[src/rtl/router_dest_reader.sv]
// router_dest_reader
// Destination-side consumer for one router output port. After the port's
// valid output rises it waits a programmable number of cycles, then drains
// exactly one packet (header, payload, parity) by driving read_enb. It
// checks the trailing parity byte and reports completion, abort or error.
//
// Ports:
//   clk         in   single clock, rising edge
//   resetn      in   asynchronous active-low reset
//   vld_out     in   port FIFO non-empty
//   data_out    in   port FIFO read data (valid the cycle after a read edge)
//   soft_reset  in   port soft reset (FIFO flushed)
//   wait_cycles in   delay before the first read, sampled in IDLE
//   read_enb    out  port read enable (combinational)
//   rx_data     out  captured byte
//   rx_valid    out  one-cycle strobe per captured byte
//   rx_first    out  rx_valid qualifier: header byte
//   rx_last     out  rx_valid qualifier: parity byte
//   pkt_done    out  one-cycle pulse after the parity byte is captured
//   parity_err  out  parity result, valid with pkt_done, held until next header
//   pkt_abort   out  one-cycle pulse when a packet is abandoned by soft_reset
//   busy        out  high whenever the FSM is not in IDLE
module router_dest_reader #(
    parameter int MAX_WAIT = 25
) (
    input  logic       clk,
    input  logic       resetn,
    input  logic       vld_out,
    input  logic [7:0] data_out,
    input  logic       soft_reset,
    input  logic [4:0] wait_cycles,
    output logic       read_enb,
    output logic [7:0] rx_data,
    output logic       rx_valid,
    output logic       rx_first,
    output logic       rx_last,
    output logic       pkt_done,
    output logic       parity_err,
    output logic       pkt_abort,
    output logic       busy
);

    localparam logic [4:0] MAX_WAIT_L = 5'(MAX_WAIT);

    typedef enum logic [2:0] {
        S_IDLE = 3'd0,
        S_WAIT = 3'd1,
        S_HDR  = 3'd2,
        S_BODY = 3'd3,
        S_DONE = 3'd4
    } state_t;

    function automatic logic [4:0] clamp_wait(input logic [4:0] w);
        logic [4:0] r;
        if (w > MAX_WAIT_L) begin
            r = MAX_WAIT_L;
        end else begin
            r = w;
        end
        return r;
    endfunction

    function automatic logic [7:0] par_update(input logic [7:0] acc, input logic [7:0] b);
        return acc ^ b;
    endfunction

    state_t     state_r, state_n;
    logic [4:0] wcnt_r, wcnt_lim_r;
    logic       hdr_issued_r;
    logic       pend_r;          // a read was issued on the previous edge
    logic [6:0] rd_cnt_r;        // reads issued so far, header included
    logic [5:0] len_r;
    logic [7:0] par_r;
    logic [6:0] total_s;
    logic       abort_s;
    logic       read_enb_s, cap_hdr_s, cap_body_s, cap_last_s;

    logic [7:0] rx_data_r;
    logic       rx_valid_r, rx_first_r, rx_last_r;
    logic       pkt_done_r, parity_err_r, pkt_abort_r, busy_r;

    assign total_s = {1'b0, len_r} + 7'd2;
    assign abort_s = soft_reset && (state_r != S_IDLE);

    // Next-state, read enable and capture decode
    always_comb begin
        state_n    = state_r;
        read_enb_s = 1'b0;
        cap_hdr_s  = 1'b0;
        cap_body_s = 1'b0;
        cap_last_s = 1'b0;
        if (abort_s) begin
            // read_enb stays 0 and any pending capture is dropped
            state_n = S_IDLE;
        end else begin
            case (state_r)
                S_IDLE: begin
                    if (vld_out) begin
                        state_n = S_WAIT;
                    end else begin
                        state_n = S_IDLE;
                    end
                end
                S_WAIT: begin
                    if (wcnt_r == wcnt_lim_r) begin
                        state_n = S_HDR;
                    end else begin
                        state_n = S_WAIT;
                    end
                end
                S_HDR: begin
                    read_enb_s = vld_out & ~hdr_issued_r;
                    if (pend_r) begin
                        cap_hdr_s = 1'b1;
                        state_n   = S_BODY;
                    end else begin
                        state_n   = S_HDR;
                    end
                end
                S_BODY: begin
                    read_enb_s = vld_out & (rd_cnt_r < total_s);
                    if (pend_r) begin
                        cap_body_s = 1'b1;
                        // all T reads issued, so this capture is byte T-1
                        if (rd_cnt_r == total_s) begin
                            cap_last_s = 1'b1;
                            state_n    = S_DONE;
                        end else begin
                            state_n    = S_BODY;
                        end
                    end else begin
                        state_n = S_BODY;
                    end
                end
                S_DONE: begin
                    state_n = S_IDLE;
                end
                default: begin
                    state_n = S_IDLE;
                end
            endcase
        end
    end

    // State register
    always_ff @(posedge clk or negedge resetn) begin
        if (!resetn) begin
            state_r <= S_IDLE;
        end else begin
            state_r <= state_n;
        end
    end

    // Datapath: wait counter, read tracking, byte capture and status pulses
    always_ff @(posedge clk or negedge resetn) begin
        if (!resetn) begin
            wcnt_r       <= 5'd0;
            wcnt_lim_r   <= 5'd0;
            hdr_issued_r <= 1'b0;
            pend_r       <= 1'b0;
            rd_cnt_r     <= 7'd0;
            len_r        <= 6'd0;
            par_r        <= 8'd0;
            rx_data_r    <= 8'd0;
            rx_valid_r   <= 1'b0;
            rx_first_r   <= 1'b0;
            rx_last_r    <= 1'b0;
            pkt_done_r   <= 1'b0;
            parity_err_r <= 1'b0;
            pkt_abort_r  <= 1'b0;
            busy_r       <= 1'b0;
        end else begin
            rx_valid_r  <= 1'b0;
            rx_first_r  <= 1'b0;
            rx_last_r   <= 1'b0;
            pkt_done_r  <= 1'b0;
            pkt_abort_r <= 1'b0;
            pend_r      <= read_enb_s;
            busy_r      <= (state_n != S_IDLE);
            if (abort_s) begin
                pkt_abort_r  <= 1'b1;
                hdr_issued_r <= 1'b0;
            end else begin
                case (state_r)
                    S_IDLE: begin
                        hdr_issued_r <= 1'b0;
                        if (vld_out) begin
                            wcnt_lim_r <= clamp_wait(wait_cycles);
                            wcnt_r     <= 5'd0;
                        end
                    end
                    S_WAIT: begin
                        if (vld_out && (wcnt_r != wcnt_lim_r)) begin
                            wcnt_r <= wcnt_r + 5'd1;
                        end
                    end
                    S_HDR: begin
                        if (read_enb_s) begin
                            hdr_issued_r <= 1'b1;
                        end
                        if (cap_hdr_s) begin
                            rx_data_r    <= data_out;
                            rx_valid_r   <= 1'b1;
                            rx_first_r   <= 1'b1;
                            len_r        <= data_out[7:2];
                            par_r        <= data_out;
                            rd_cnt_r     <= 7'd1;
                            parity_err_r <= 1'b0;
                            hdr_issued_r <= 1'b0;
                        end
                    end
                    S_BODY: begin
                        if (read_enb_s) begin
                            rd_cnt_r <= rd_cnt_r + 7'd1;
                        end
                        if (cap_body_s) begin
                            rx_data_r  <= data_out;
                            rx_valid_r <= 1'b1;
                            if (cap_last_s) begin
                                rx_last_r <= 1'b1;
                            end else begin
                                par_r <= par_update(par_r, data_out);
                            end
                        end
                    end
                    S_DONE: begin
                        // rx_data still holds the received parity byte
                        pkt_done_r   <= 1'b1;
                        parity_err_r <= (rx_data_r != par_r);
                    end
                    default: begin
                        hdr_issued_r <= 1'b0;
                    end
                endcase
            end
        end
    end

    assign read_enb   = read_enb_s;
    assign rx_data    = rx_data_r;
    assign rx_valid   = rx_valid_r;
    assign rx_first   = rx_first_r;
    assign rx_last    = rx_last_r;
    assign pkt_done   = pkt_done_r;
    assign parity_err = parity_err_r;
    assign pkt_abort  = pkt_abort_r;
    assign busy       = busy_r;

endmodule

[config.mk]
export PLATFORM = sky130hd
export DESIGN_NAME = router_dest_reader
export DESIGN_NICKNAME = d
export VERILOG_FILES = /design/src/rtl/router_dest_reader.sv
export SDC_FILE = /design/constraint.sdc
export NUM_CORES = 1
export LEC_CHECK = 0
export CAP_MARGIN = 0
export CORE_AREA = 8 8 85 87
export CTS_CLUSTER_SIZE = 10
export DETAILED_ROUTE_END_ITERATION = 10
export DIE_AREA = 0 0 93 95
export PLACE_DENSITY = 0.68
export REMOVE_ABC_BUFFERS = 1
export SYNTH_ARGS = -nofsm -noshare
export SYNTH_HDL_FRONTEND = slang
export SYNTH_SLANG_ARGS = --single-unit
[constraint.sdc]
create_clock -name clk -period 2.38 [get_ports clk]
set_input_delay 0.476 -clock clk [delete_from_list [all_inputs] [get_ports clk]]
set_output_delay 0.476 -clock clk [all_outputs]
set_load 0.1 [all_outputs]
==> Implementation_results.wiki, run 1 <==
{| class="wikitable"
! Metric !! Value
|-
| TritonCTS clock tree || built
|-
| Number of DRC markers after the initial detailed-route iteration || 82
|-
| Highest attainable clock frequency || 373 MHz
|-
| Crit-path most repeated cell || sky130_fd_sc_hd__nor2_1
|-
| Critical-path top delay cell || sky130_fd_sc_hd__dfrtp_1
|-
| Global-route congestion overflow total || 0
|-
| Number of enable-type register cells in the synthesized netlist || 0
|-
| Required arrival time at the worst endpoint || 1.90 ns
|-
| Gate count after technology mapping || 271
|-
| Placed cell count || 385
|-
| Kind of capture point of the worst setup path || output port
|-
| Worst-margin pin slew || 0.562 ns
|-
| Remaining routing DRC violations || 0
|-
| Final number of setup-violating endpoints || 6
|-
| Number of max-slew violations in the final report || 0
|-
| Total wirelength of the detailed-routed design || 5440 microns
|-
| Number of antenna violations at the first check in global routing || 0
|-
| Proportion of layout cells with a drive suffix above 1 || 20.8%
|-
| RSZ-0062 raised after global routing || true
|-
| Full die area || 8840 sq um
|-
| Highest fanout seen on the critical path || 2
|-
| Antenna Diode Count || 0
|-
| Most used flip-flop cell after synthesis || sky130_fd_sc_hd__dfrtp_1
|-
| Area Growth Syn to Fin || 24.6%
|-
| Antenna-violating nets left || 0
|-
| Violations in the final reports || setup timing
|-
| Top library cells by usage in the layout, fill and taps aside || sky130_fd_sc_hd__nand2_1, sky130_fd_sc_hd__dfrtp_1, sky130_fd_sc_hd__buf_4, sky130_fd_sc_hd__clkdlybuf4s50_1, sky130_fd_sc_hd__xnor2_1
|-
| Via-to-Cell Ratio || 5.11
|-
| Vias || 2,030
|-
| Launching point of the worst reg2reg path || len_r[1]
|-
| Post-layout min period || 2.68 ns
|-
| Period utilization || 113%
|-
| Critical Path Start Type || flop
|-
| Hold Worst Slack || 0.151 ns
|-
| Highest cell delay on the worst timing path || 0.37 ns
|-
| Worst-case reg-to-reg path depth || 12
|-
| Clock tree root buffer cell || sky130_fd_sc_hd__clkbuf_8
|-
| Post-detailed-placement half-perimeter wirelength || 4080 microns
|-
| Maximum count of clock buffers along a single path || 2
|-
| Buffers added on ports || 32
|-
| Pin count of the biggest net entering global routing || 28
|-
| Worst relative slew slack || 62.5%
|-
| Class of the tightest hold or removal check || in2async
|-
| Fill cell instance count of the final layout || 547
|-
| Arrival time reported for the critical path endpoint || 2.21 ns
|-
| Flip-flop and latch count after synthesis || 51
|-
| Crit Reg-Reg Endpoint || rd_cnt_r[0]
|-
| Source-to-sink clock delay at the later pin of the worst-skew pair || 0.30 ns
|-
| Number of core rows || 28
|-
| Share of synthesized registers carrying an async set or reset || 100%
|-
| Placer's final routability congestion estimate || 0.780
|-
| Htree depth || 2
|-
| Die width || 93 microns
|-
| Worst Clk Skew || 0.00215 ns
|-
| MaxCap Viol Count || 0
|-
| Starting density of the core || 44.5%
|-
| Fin nets || 348
|-
| Result of the run || finished, violations left
|-
| DR pass1 iterations || 4
|-
| Worst vdd ir || 0.434 mV
|-
| Placeable core region || 5820 sq um
|-
| Critical path class || reg2out
|-
| # clock sinks || 51
|-
| Most common cell after layout, fill and taps aside || sky130_fd_sc_hd__nand2_1
|-
| Post-cts hold buffer count || 0
|-
| Number of buffers added by the clock tree synthesis step || 5
|-
| Post-synthesis sequential area ratio || 49.3%
|-
| Syn_area_per_cell || 9.55 sq um
|-
| Area of the mapped netlist || 2590 sq um
|-
| Boundary pin count || 33
|-
| Die Ht || 95 microns
|-
| List of cells traversed by the critical path || ha_2, nand3_2, xor2_1, ha_1, nand4_1, a21oi_2, nor2_1, nor2_1, nor3_2, buf_4, buf_12
|-
| Post-layout worst setup margin || -0.302 ns
|-
| Number of different library cells in the post-synthesis netlist || 43
|-
| P per Cell Area || 656 nW/um^2
|-
| Yosys warning total || 0
|-
| Post-CTS clock slew at the launch and capture registers of the worst setup and hold paths || 0.09 ns
|-
| Reg-to-reg slack, setup || -0.06 ns
|-
| Count of endpoints failing hold in the final timing report || 0
|-
| Routed length per placed instance || 13.7 microns
|-
| Fin cells || 397
|-
| Wire length of the first global-routing pass || 9480 microns
|-
| All-layer global routing usage || 13.2%
|-
| Leak Pwr || 0.00151 uW
|-
| Number of global-route vias before repair || 2,032
|}
state kept, by name, summed over array words and instances (netlist names):
signal / count
rx_last: 1
wcnt_lim_r: 5
busy: 1
rx_data: 8
pkt_done: 1
rd_cnt_r: 7
pend_r: 1
wcnt_r: 5
rx_valid: 1
parity_err: 1
hdr_issued_r: 1
state_r: 3
len_r: 6
par_r: 8
pkt_abort: 1
rx_first: 1
kinds of logic after synthesis:
group	after synthesis	synth area share, %
AO/OA/AOI/OAI	36	8.70
XOR/XNOR	24	8.12
adder cells (fa/ha/maj)	10	4.83
buffers and inverters	15	3.00
flip-flops	51	49.3
multiplexers	7	2.85
AND/OR/NAND/NOR	128	23.2
cells in the mapped netlist, types with 3 or more instances:
library cell	n	share of area, %
sky130_fd_sc_hd__a21oi_1	7	1.4
sky130_fd_sc_hd__o21ai_0	14	2.7
sky130_fd_sc_hd__nor3_1	5	0.97
sky130_fd_sc_hd__ha_1	10	4.8
sky130_fd_sc_hd__nand4_1	4	0.97
sky130_fd_sc_hd__nand2_1	73	11
sky130_fd_sc_hd__xor2_1	10	3.4
sky130_fd_sc_hd__mux2i_1	4	1.5
sky130_fd_sc_hd__nor2_1	8	1.2
sky130_fd_sc_hd__nand3_1	14	2.7
sky130_fd_sc_hd__xnor2_1	14	4.7
sky130_fd_sc_hd__mux2_2	3	1.3
sky130_fd_sc_hd__a21o_1	4	1.2
sky130_fd_sc_hd__nand2b_1	3	0.73
sky130_fd_sc_hd__dfrtp_1	51	49
sky130_fd_sc_hd__or3_1	5	1.2
sky130_fd_sc_hd__and3_1	3	0.73
sky130_fd_sc_hd__inv_1	4	0.58
sky130_fd_sc_hd__nor2b_1	3	0.73
sky130_fd_sc_hd__clkbuf_1	4	0.58
worst max-delay path by stage:
stage | from | to | slack (ns) | cells past startpoint
2_1_floorplan | len_r[1] | read_enb | -1.59 | 9
3_3_place_gp | len_r[1] | read_enb | -0.07 | 11
3_5_place_dp | len_r[2] | read_enb | -0.16 | 11
4_1_cts | len_r[2] | read_enb | -0.33 | 11
5_1_grt | len_r[2] | read_enb | -0.44 | 11
6_report | len_r[2] | read_enb | -0.30 | 11
metal layers:
metal	GRT usage, %	vias up	part of all wire [%]
li1	-	1016	-
met1	17.0	977	49
met2	21.7	30	46
met3	3.10	7	3.5
met4	3.62	0	1.1
met5	0	-	0
metrics by stage:
step	instance area, sq um	setup WS, ns	TNS (ns)	total power (uW)	util [%]
after global routing	3220	-0.439	-1.39	2240	55.4
final	3220	-0.302	-0.495	2120	55.4
after floorplan	2530	-1.59	-3.05	1460	-
after global placement	3050	-0.0669	-0.0669	1630	52.4
after CTS	3190	-0.326	-0.904	2140	54.8
after detailed placement	3050	-0.158	-0.312	1640	52.4
report_power, final:
group          switching, uW  total, uW  internal (uW)  leakage, uW
logic                    320        555            236     0.000769
registers                106       1070            961     0.000695
clock network            287        493            206    0.0000412
total                    713       2120           1400      0.00151
timing repair:
action / CTS / global route
resized for setup: 10 / 7
endpoints found under the setup margin: 6 / 8
pin swaps: 6 / 10
gates cloned: 1 / 0
hold endpoints to repair: 0 / 0
buffers inserted: 3 / 0
worst max-delay path, delay by kind of cell (launching register included):
family | cells | cell delay (ns)
simple gates | 5 | 0.42
buf+inv | 2 | 0.29
compound gates | 1 | 0.16
xor+xnor | 1 | 0.15
fa+ha+maj | 2 | 0.50
flops | 1 | 0.37
cell type report:
cell class | instances | area, sq um | share of cell area (%)
Multi-Input combinational cell | 206 | 1300 | 40.3
Sequential cell | 51 | 1280 | 39.6
Timing Repair Buffer | 51 | 447 | 13.9
Tap cell | 75 | 93.8 | 2.91
Clock buffer | 6 | 72.6 | 2.25
Inverter | 6 | 22.5 | 0.698
Clock inverter | 2 | 12.5 | 0.388
No activity file was read; power rests on OpenSTA's default activity.
==> run 2, diff against run 1 <==
--- a/config.mk
+++ b/config.mk
@@ -11,4 +11,5 @@
 export DETAILED_ROUTE_END_ITERATION = 10
 export DIE_AREA = 0 0 93 95
+export GPL_ROUTABILITY_DRIVEN = 0
 export PLACE_DENSITY = 0.68
 export REMOVE_ABC_BUFFERS = 1
==> constraint.sdc (replaced) <==
create_clock -name clk -period 2.38 [get_ports clk]
set_input_delay 0.595 -clock clk [delete_from_list [all_inputs] [get_ports clk]]
set_output_delay 0.595 -clock clk [all_outputs]
set_load 0.1 [all_outputs]
==> Implementation_results.wiki, run 2 (synthesized netlist as in run 1, its figures left out) <==
{| class="wikitable"
! Metric !! Value
|-
| Result of the run || finished, violations left
|-
| Violations in the final reports || setup timing
|-
| Design internal power || 1500 uW (+7.3%)
|-
| Worst vdd ir || 0.488 mV (+12%)
|-
| Worst Clk Skew || 0.00429 ns (+0.00214 ns)
|-
| Wire length of the first global-routing pass || 9980 microns (+5.2%)
|-
| Count of endpoints failing hold in the final timing report || 0 (unchanged)
|-
| DR pass1 iterations || 4 (unchanged)
|-
| Placeable core region || 5820 sq um (unchanged)
|-
| Die Ht || 95 microns (unchanged)
|-
| Worst relative slew slack || 60.0% (-2.5 points)
|-
| Placed cell count || 396 (+2.9%)
|-
| Clock tree root buffer cell || sky130_fd_sc_hd__clkbuf_8
|-
| Final number of setup-violating endpoints || 8 (+2)
|-
| Fin nets || 357 (+2.6%)
|-
| Maximum count of clock buffers along a single path || 2 (unchanged)
|-
| Antenna-violating nets left || 0 (unchanged)
|-
| All-layer global routing usage || 13.8% (+0.62 points)
|-
| Fraction of the core area covered by cells at the end of the flow || 57.2% (+1.7 points)
|-
| Highest cell delay on the worst timing path || 0.42 ns (+0.05 ns)
|-
| Number of antenna violations at the first check in global routing || 0 (unchanged)
|-
| Worst-margin pin slew || 0.599 ns (+0.0373 ns)
|-
| Number of max-slew violations in the final report || 0 (unchanged)
|-
| Total wirelength of the detailed-routed design || 5580 microns (+2.6%)
|-
| Fin cells || 405 (+2.0%)
|-
| CP endpoint || read_enb
|-
| Post-detailed-placement half-perimeter wirelength || 4210 microns (+3.1%)
|-
| Critical path class || reg2out
|-
| Number of global-route vias before repair || 2,162 (+6.4%)
|-
| Switching Fraction || 31.6% (-2.1 points)
|-
| Fill cell instance count of the final layout || 538 (-1.6%)
|-
| Post-layout min period || 2.79 ns (+0.112 ns)
|-
| Highest attainable clock frequency || 358 MHz (-4.0%)
|-
| Critical Path Start Type || flop
|-
| Leak Pwr || 0.00156 uW (+3.8%)
|-
| Global-route congestion overflow total || 0 (unchanged)
|-
| Area taken by flip-flops and latches || 1280 sq um (unchanged)
|-
| P per Cell Area || 661 nW/um^2 (+0.81%)
|-
| Post-Place Worst Slack || -0.299 ns (-0.141 ns)
|-
| Remaining routing DRC violations || 0 (unchanged)
|-
| Pin count of the biggest net entering global routing || 27 (-3.6%)
|-
| Vias || 2,051 (+1.0%)
|-
| Source-to-sink clock delay at the later pin of the worst-skew pair || 0.29 ns (about the same)
|-
| Clock Power Share || 26.2% (+2.9 points)
|-
| Arrival time reported for the critical path endpoint || 2.20 ns (about the same)
|-
| Boundary pin count || 33 (unchanged)
|-
| Antenna Diode Count || 0 (unchanged)
|-
| Most common cell after layout, fill and taps aside || sky130_fd_sc_hd__nand2_1
|-
| Routed length per placed instance || 13.8 microns (+0.57%)
|-
| Launching point of the worst reg2reg path || len_r[1]
|-
| Number of DRC markers after the initial detailed-route iteration || 70 (-15%)
|-
| Kind of capture point of the worst setup path || output port
|-
| Required arrival time at the worst endpoint || 1.78 ns (-0.12 ns)
|-
| Starting density of the core || 44.5% (unchanged)
|-
| Die width || 93 microns (unchanged)
|-
| Number of buffers added by the clock tree synthesis step || 5 (unchanged)
|-
| Area Growth Syn to Fin || 28.4%
|-
| Critical-path top delay cell || sky130_fd_sc_hd__dfrtp_1
|-
| Post-layout worst setup margin || -0.414 ns (-0.112 ns)
|-
| Post-cts hold buffer count || 0 (unchanged)
|-
| Seq pwr share || 48.3% (-2.1 points)
|-
| Switching Power || 694 uW (-2.7%)
|-
| Highest fanout seen on the critical path || 4 (+2)
|-
| Via-to-Cell Ratio || 5.06 (-0.96%)
|-
| MaxCap Viol Count || 0 (unchanged)
|-
| Final std cell area, no fill || 3320 sq um (+3.1%)
|-
| Reg-to-reg slack, setup || -0.30 ns (-0.24 ns)
|-
| Post-CTS clock slew at the launch and capture registers of the worst setup and hold paths || 0.08 ns (about the same)
|-
| RSZ-0062 raised after global routing || true
|-
| Crit-path most repeated cell || sky130_fd_sc_hd__nor2_1
|-
| TritonCTS clock tree || built
|-
| Worst-case reg-to-reg path depth || 13 (+1)
|-
| Full die area || 8840 sq um (unchanged)
|-
| Number of core rows || 28 (unchanged)
|-
| Period utilization || 117% (+4.7 points)
|-
| Htree depth || 2 (unchanged)
|-
| Proportion of layout cells with a drive suffix above 1 || 22.7% (+1.9 points)
|-
| List of cells traversed by the critical path || buf_6, nand3_2, xor2_1, ha_1, a21oi_2, o21ai_2, nor2_1, nor2_1, nor3_2, buf_12
|-
| Multi-input gate area || 1300 sq um (unchanged)
|-
| Worst setup path startpoint || len_r[1]
|-
| Crit Reg-Reg Endpoint || rd_cnt_r[2]
|-
| # clock sinks || 51 (unchanged)
|-
| Class of the tightest hold or removal check || in2async
|-
| Cell area reported after detailed placement || 3130 sq um (+2.7%)
|-
| Combinational share of power || 25.5% (-0.8 points)
|-
| Buffers added on ports || 32 (unchanged)
|-
| Top library cells by usage in the layout, fill and taps aside || sky130_fd_sc_hd__nand2_1, sky130_fd_sc_hd__dfrtp_1, sky130_fd_sc_hd__buf_4, sky130_fd_sc_hd__clkdlybuf4s50_1, sky130_fd_sc_hd__xnor2_1
|}
run 2: cell count changes in the layout (fill, tap and decap cells not counted), sizes merged:
cell,delta
buf,+10
bufinv,+1
clkinv,-1
clkinvlp,-1
nor2,-1
run 2: final cells by class:
| type | count | area share, % |
|---|---|---|
| multi-input cells | 205 | 39.1 |
| well taps | 75 | 2.82 |
| flip-flops and latches | 51 | 38.4 |
| repair buffers | 61 | 15.9 |
| inverters | 6 | 0.677 |
| clock inverters | 1 | 0.903 |
| clock buffers | 6 | 2.18 |
run 2: worst max-delay path: cells and delay by family (launching register included):
kind | cells | cell delay [ns]
fa+ha+maj | 1 | 0.32
simple gates | 4 | 0.45
buf+inv | 2 | 0.34
flops | 1 | 0.42
xor+xnor | 1 | 0.15
compound gates | 2 | 0.23
run 2: worst min-delay path by stage:
stage	from	cells after the start	endpoint
CTS	resetn	1	wcnt_lim_r[3]
floorplan	resetn	0	busy
detailed placement	len_r[0]	2	len_r[0]
global route	resetn	1	wcnt_lim_r[3]
global placement	len_r[0]	2	len_r[0]
finish	resetn	1	wcnt_lim_r[3]
run 2: power groups by stage:
| stage | sequential [uW] | combinational [uW] | clock, uW |
|---|---|---|---|
| 4_1_cts | 1060 | 564 | 594 |
| 3_5_place_dp | 1080 | 564 | 0 |
| 5_1_grt | 1080 | 612 | 631 |
| 6_report | 1060 | 561 | 576 |
| 2_1_floorplan | 1170 | 286 | 0 |
| 3_3_place_gp | 1070 | 552 | 0 |
run 2: metrics by stage:
| step | total power (uW) | setup TNS (ns) | hold WS (ns) |
|---|---|---|---|
| 5_1_grt | 2320 | -3.17 | 0.336 |
| 3_3_place_gp | 1630 | -0.710 | 0.498 |
| 4_1_cts | 2220 | -1.43 | 0.319 |
| 6_report | 2200 | -2.27 | 0.299 |
| 3_5_place_dp | 1640 | -1.28 | 0.479 |
| 2_1_floorplan | 1460 | -3.17 | 0.299 |
run 2: timing repair:
| item | 4_1_cts | 5_1_grt |
|---|---|---|
| cloned | 0 | 0 |
| resized for setup | 10 | 7 |
| pin swaps | 9 | 6 |
| setup endpoints to repair | 8 | 8 |
| hold endpoints to repair | 0 | 0 |
| buffers inserted | 2 | 0 |
run 2: routing by layer:
layer	part of all wire [%]	global-route usage (%)	up-vias
li1	-	-	1031
met1	48	17.9	967
met2	46	21.8	38
met3	3.4	3.41	15
met4	2.2	5.23	0
met5	0	0	-
==> run 3, diff against run 2 <==
CTS_CLUSTER_DIAMETER = 40   (was unset)
DONT_BUFFER_PORTS = 1   (was unset)
PLACE_DENSITY = 0.6   (was 0.68)
==> Implementation_results.wiki, run 3 (synthesized netlist as in run 1, its figures left out) <==
{| class="wikitable"
! Metric !! Value
|-
| Fin nets || 332 (-7.0%)
|-
| Maximum count of clock buffers along a single path || 2 (unchanged)
|-
| Placeable core region || 5820 sq um (unchanged)
|-
| Number of antenna violations at the first check in global routing || 0 (unchanged)
|-
| Worst relative slew slack || 69.1% (+9.1 points)
|-
| Number of global-route vias before repair || 2,029 (-6.2%)
|-
| Post-layout worst setup margin || -0.382 ns (+0.0323 ns)
|-
| Antenna-violating nets left || 0 (unchanged)
|-
| Pin count of the biggest net entering global routing || 52 (+93%)
|-
| Number of max-slew violations in the final report || 0 (unchanged)
|-
| Source-to-sink clock delay at the later pin of the worst-skew pair || 0.30 ns (about the same)
|-
| Worst Clk Skew || 0.0108 ns (+0.00646 ns)
|-
| Post-CTS clock slew at the launch and capture registers of the worst setup and hold paths || 0.10 ns (+0.02 ns)
|-
| Proportion of layout cells with a drive suffix above 1 || 20.9% (-1.8 points)
|-
| Starting density of the core || 44.5% (unchanged)
|-
| MaxCap Viol Count || 0 (unchanged)
|-
| Final number of setup-violating endpoints || 8 (unchanged)
|-
| Final std cell area, no fill || 3140 sq um (-5.5%)
|-
| Highest fanout seen on the critical path || 4 (unchanged)
|-
| Vias || 1,968 (-4.0%)
|-
| Met2 Resource Use GR || 22.4% (+0.65 points)
|-
| Worst vdd ir || 0.427 mV (-12%)
|-
| Antenna Diode Count || 0 (unchanged)
|-
| Number of buffers added by the clock tree synthesis step || 5 (unchanged)
|-
| Leak Pwr || 0.00148 uW (-5.5%)
|-
| Critical path class || reg2out
|-
| TritonCTS clock tree || built
|-
| Post-detailed-placement half-perimeter wirelength || 3950 microns (-6.1%)
|-
| Global-route congestion overflow total || 0 (unchanged)
|-
| Placed cell count || 367 (-7.3%)
|-
| Period utilization || 116% (-1.4 points)
|-
| Die width || 93 microns (unchanged)
|-
| Cell area reported after detailed placement || 2890 sq um (-7.7%)
|-
| Die Ht || 95 microns (unchanged)
|-
| Hold Worst Slack || 0.128 ns (-0.171 ns)
|-
| Result of the run || finished, violations left
|-
| Highest attainable clock frequency || 362 MHz (+1.2%)
|-
| Full die area || 8840 sq um (unchanged)
|-
| Routed length per placed instance || 14.5 microns (+5.1%)
|-
| Post-layout min period || 2.76 ns (-0.0323 ns)
|-
| Kind of capture point of the worst setup path || output port
|-
| Class of the tightest hold or removal check || in2async
|-
| Most common cell after layout, fill and taps aside || sky130_fd_sc_hd__nand2_1
|-
| Buffers added on ports || 0 (-100%)
|-
| Count of endpoints failing hold in the final timing report || 0 (unchanged)
|-
| # clock sinks || 51 (unchanged)
|-
| Worst-margin pin slew || 0.462 ns (-0.138 ns)
|-
| Remaining routing DRC violations || 0 (unchanged)
|-
| DR pass1 iterations || 4 (unchanged)
|-
| All-layer global routing usage || 13.8% (-0.057 points)
|-
| Total Power || 2200 uW (+0.29%)
|-
| Arrival time reported for the critical path endpoint || 2.17 ns (-0.03 ns)
|-
| Top library cells by usage in the layout, fill and taps aside || sky130_fd_sc_hd__nand2_1, sky130_fd_sc_hd__dfrtp_1, sky130_fd_sc_hd__buf_4, sky130_fd_sc_hd__xnor2_1, sky130_fd_sc_hd__nand3_1
|-
| Busiest metal layer after global routing || met2
|-
| Number of DRC markers after the initial detailed-route iteration || 87 (+24%)
|-
| Clock tree root buffer cell || sky130_fd_sc_hd__clkbuf_8
|-
| Area Growth Syn to Fin || 21.4%
|-
| P per Cell Area || 702 nW/um^2 (+6.1%)
|-
| Htree depth || 2 (unchanged)
|-
| Via-to-Cell Ratio || 5.17 (+2.0%)
|-
| Required arrival time at the worst endpoint || 1.78 ns (about the same)
|-
| RSZ-0062 raised after global routing || true
|-
| Boundary pin count || 33 (unchanged)
|-
| Met3 Use GR || 3.57% (+0.16 points)
|-
| Critical Path Start Type || flop
|-
| Number of core rows || 28 (unchanged)
|-
| Fin cells || 381 (-5.9%)
|-
| Setup Total Neg Slack || -2.19 ns (+0.0861 ns)
|-
| Met1 layer usage reported by global route || 17.2% (-0.75 points)
|-
| Total wirelength of the detailed-routed design || 5520 microns (-1.1%)
|-
| Wire length of the first global-routing pass || 9810 microns (-1.7%)
|-
| Violations in the final reports || setup timing
|}
[run 3: final cells by class]
class                   count  area (sq um)
clock buffers               6          72.6
clock inverters             2          38.8
fillers                   559          2670
inverters                   6          22.5
multi-input cells         205          1290
flip-flops and latches     51          1280
well taps                  75          93.8
repair buffers             36           352
[run 3: metrics by stage]
| step | util (%) | worst slack [ns] |
|---|---|---|
| 6_report | 54.0 | -0.382 |
| 3_3_place_gp | 49.7 | -0.112 |
| 2_1_floorplan | - | -1.71 |
| 4_1_cts | 53.9 | -0.428 |
| 3_5_place_dp | 49.7 | -0.203 |
| 5_1_grt | 54.0 | -0.559 |
[run 3: power breakdown]
part | switching [uW] | total (uW) | internal, uW
sequential | 86.7 | 1050 | 961
clock | 295 | 613 | 318
combinational | 327 | 544 | 218
[run 3: repair_timing]
action,in CTS,in global routing
setup endpoints to repair,8,8
setup buffers,4,0
gates resized for setup,15,3
hold buffers,1,0
endpoints found under the hold margin,51,0
pin swaps,2,3
cloned,1,0
[run 3: metal layers]
layer / part of all wire, % / wire length, microns / vias to the layer above
met3: 4.2 / 234 / 4
met5: 0 / 0 / -
met1: 47 / 2590 / 953
met4: 1.1 / 63 / 0
li1: - / - / 985
met2: 48 / 2620 / 26
[run 3: worst paths after layout]
path	from	to	slack (ns)	cells after the start
setup / recovery	len_r[1]	read_enb	-0.38	10
hold / removal	resetn	wcnt_r[3]	0.13	1
setup reg to reg	len_r[1]	rd_cnt_r[0]	-0.28	14
hold reg to reg	len_r[0]	len_r[0]	0.51	2
max in group asynchronous	resetn	rd_cnt_r[4]	2.01	1
min in group clk	soft_reset	state_r[2]	0.36	1
[run 3: critical path, stage by stage, from the launching register on]
cell and delay, ns:
sky130_fd_sc_hd__dfrtp_1 0.36, sky130_fd_sc_hd__buf_4 0.13, sky130_fd_sc_hd__and3_1 0.15, sky130_fd_sc_hd__nand3_1 0.13, sky130_fd_sc_hd__ha_4 0.32, sky130_fd_sc_hd__nand4_1 0.13
sky130_fd_sc_hd__a21oi_2 0.15, sky130_fd_sc_hd__nor2_1 0.07, sky130_fd_sc_hd__nor2_1 0.17, sky130_fd_sc_hd__nor3_4 0.06, sky130_fd_sc_hd__clkbuf_16 0.20
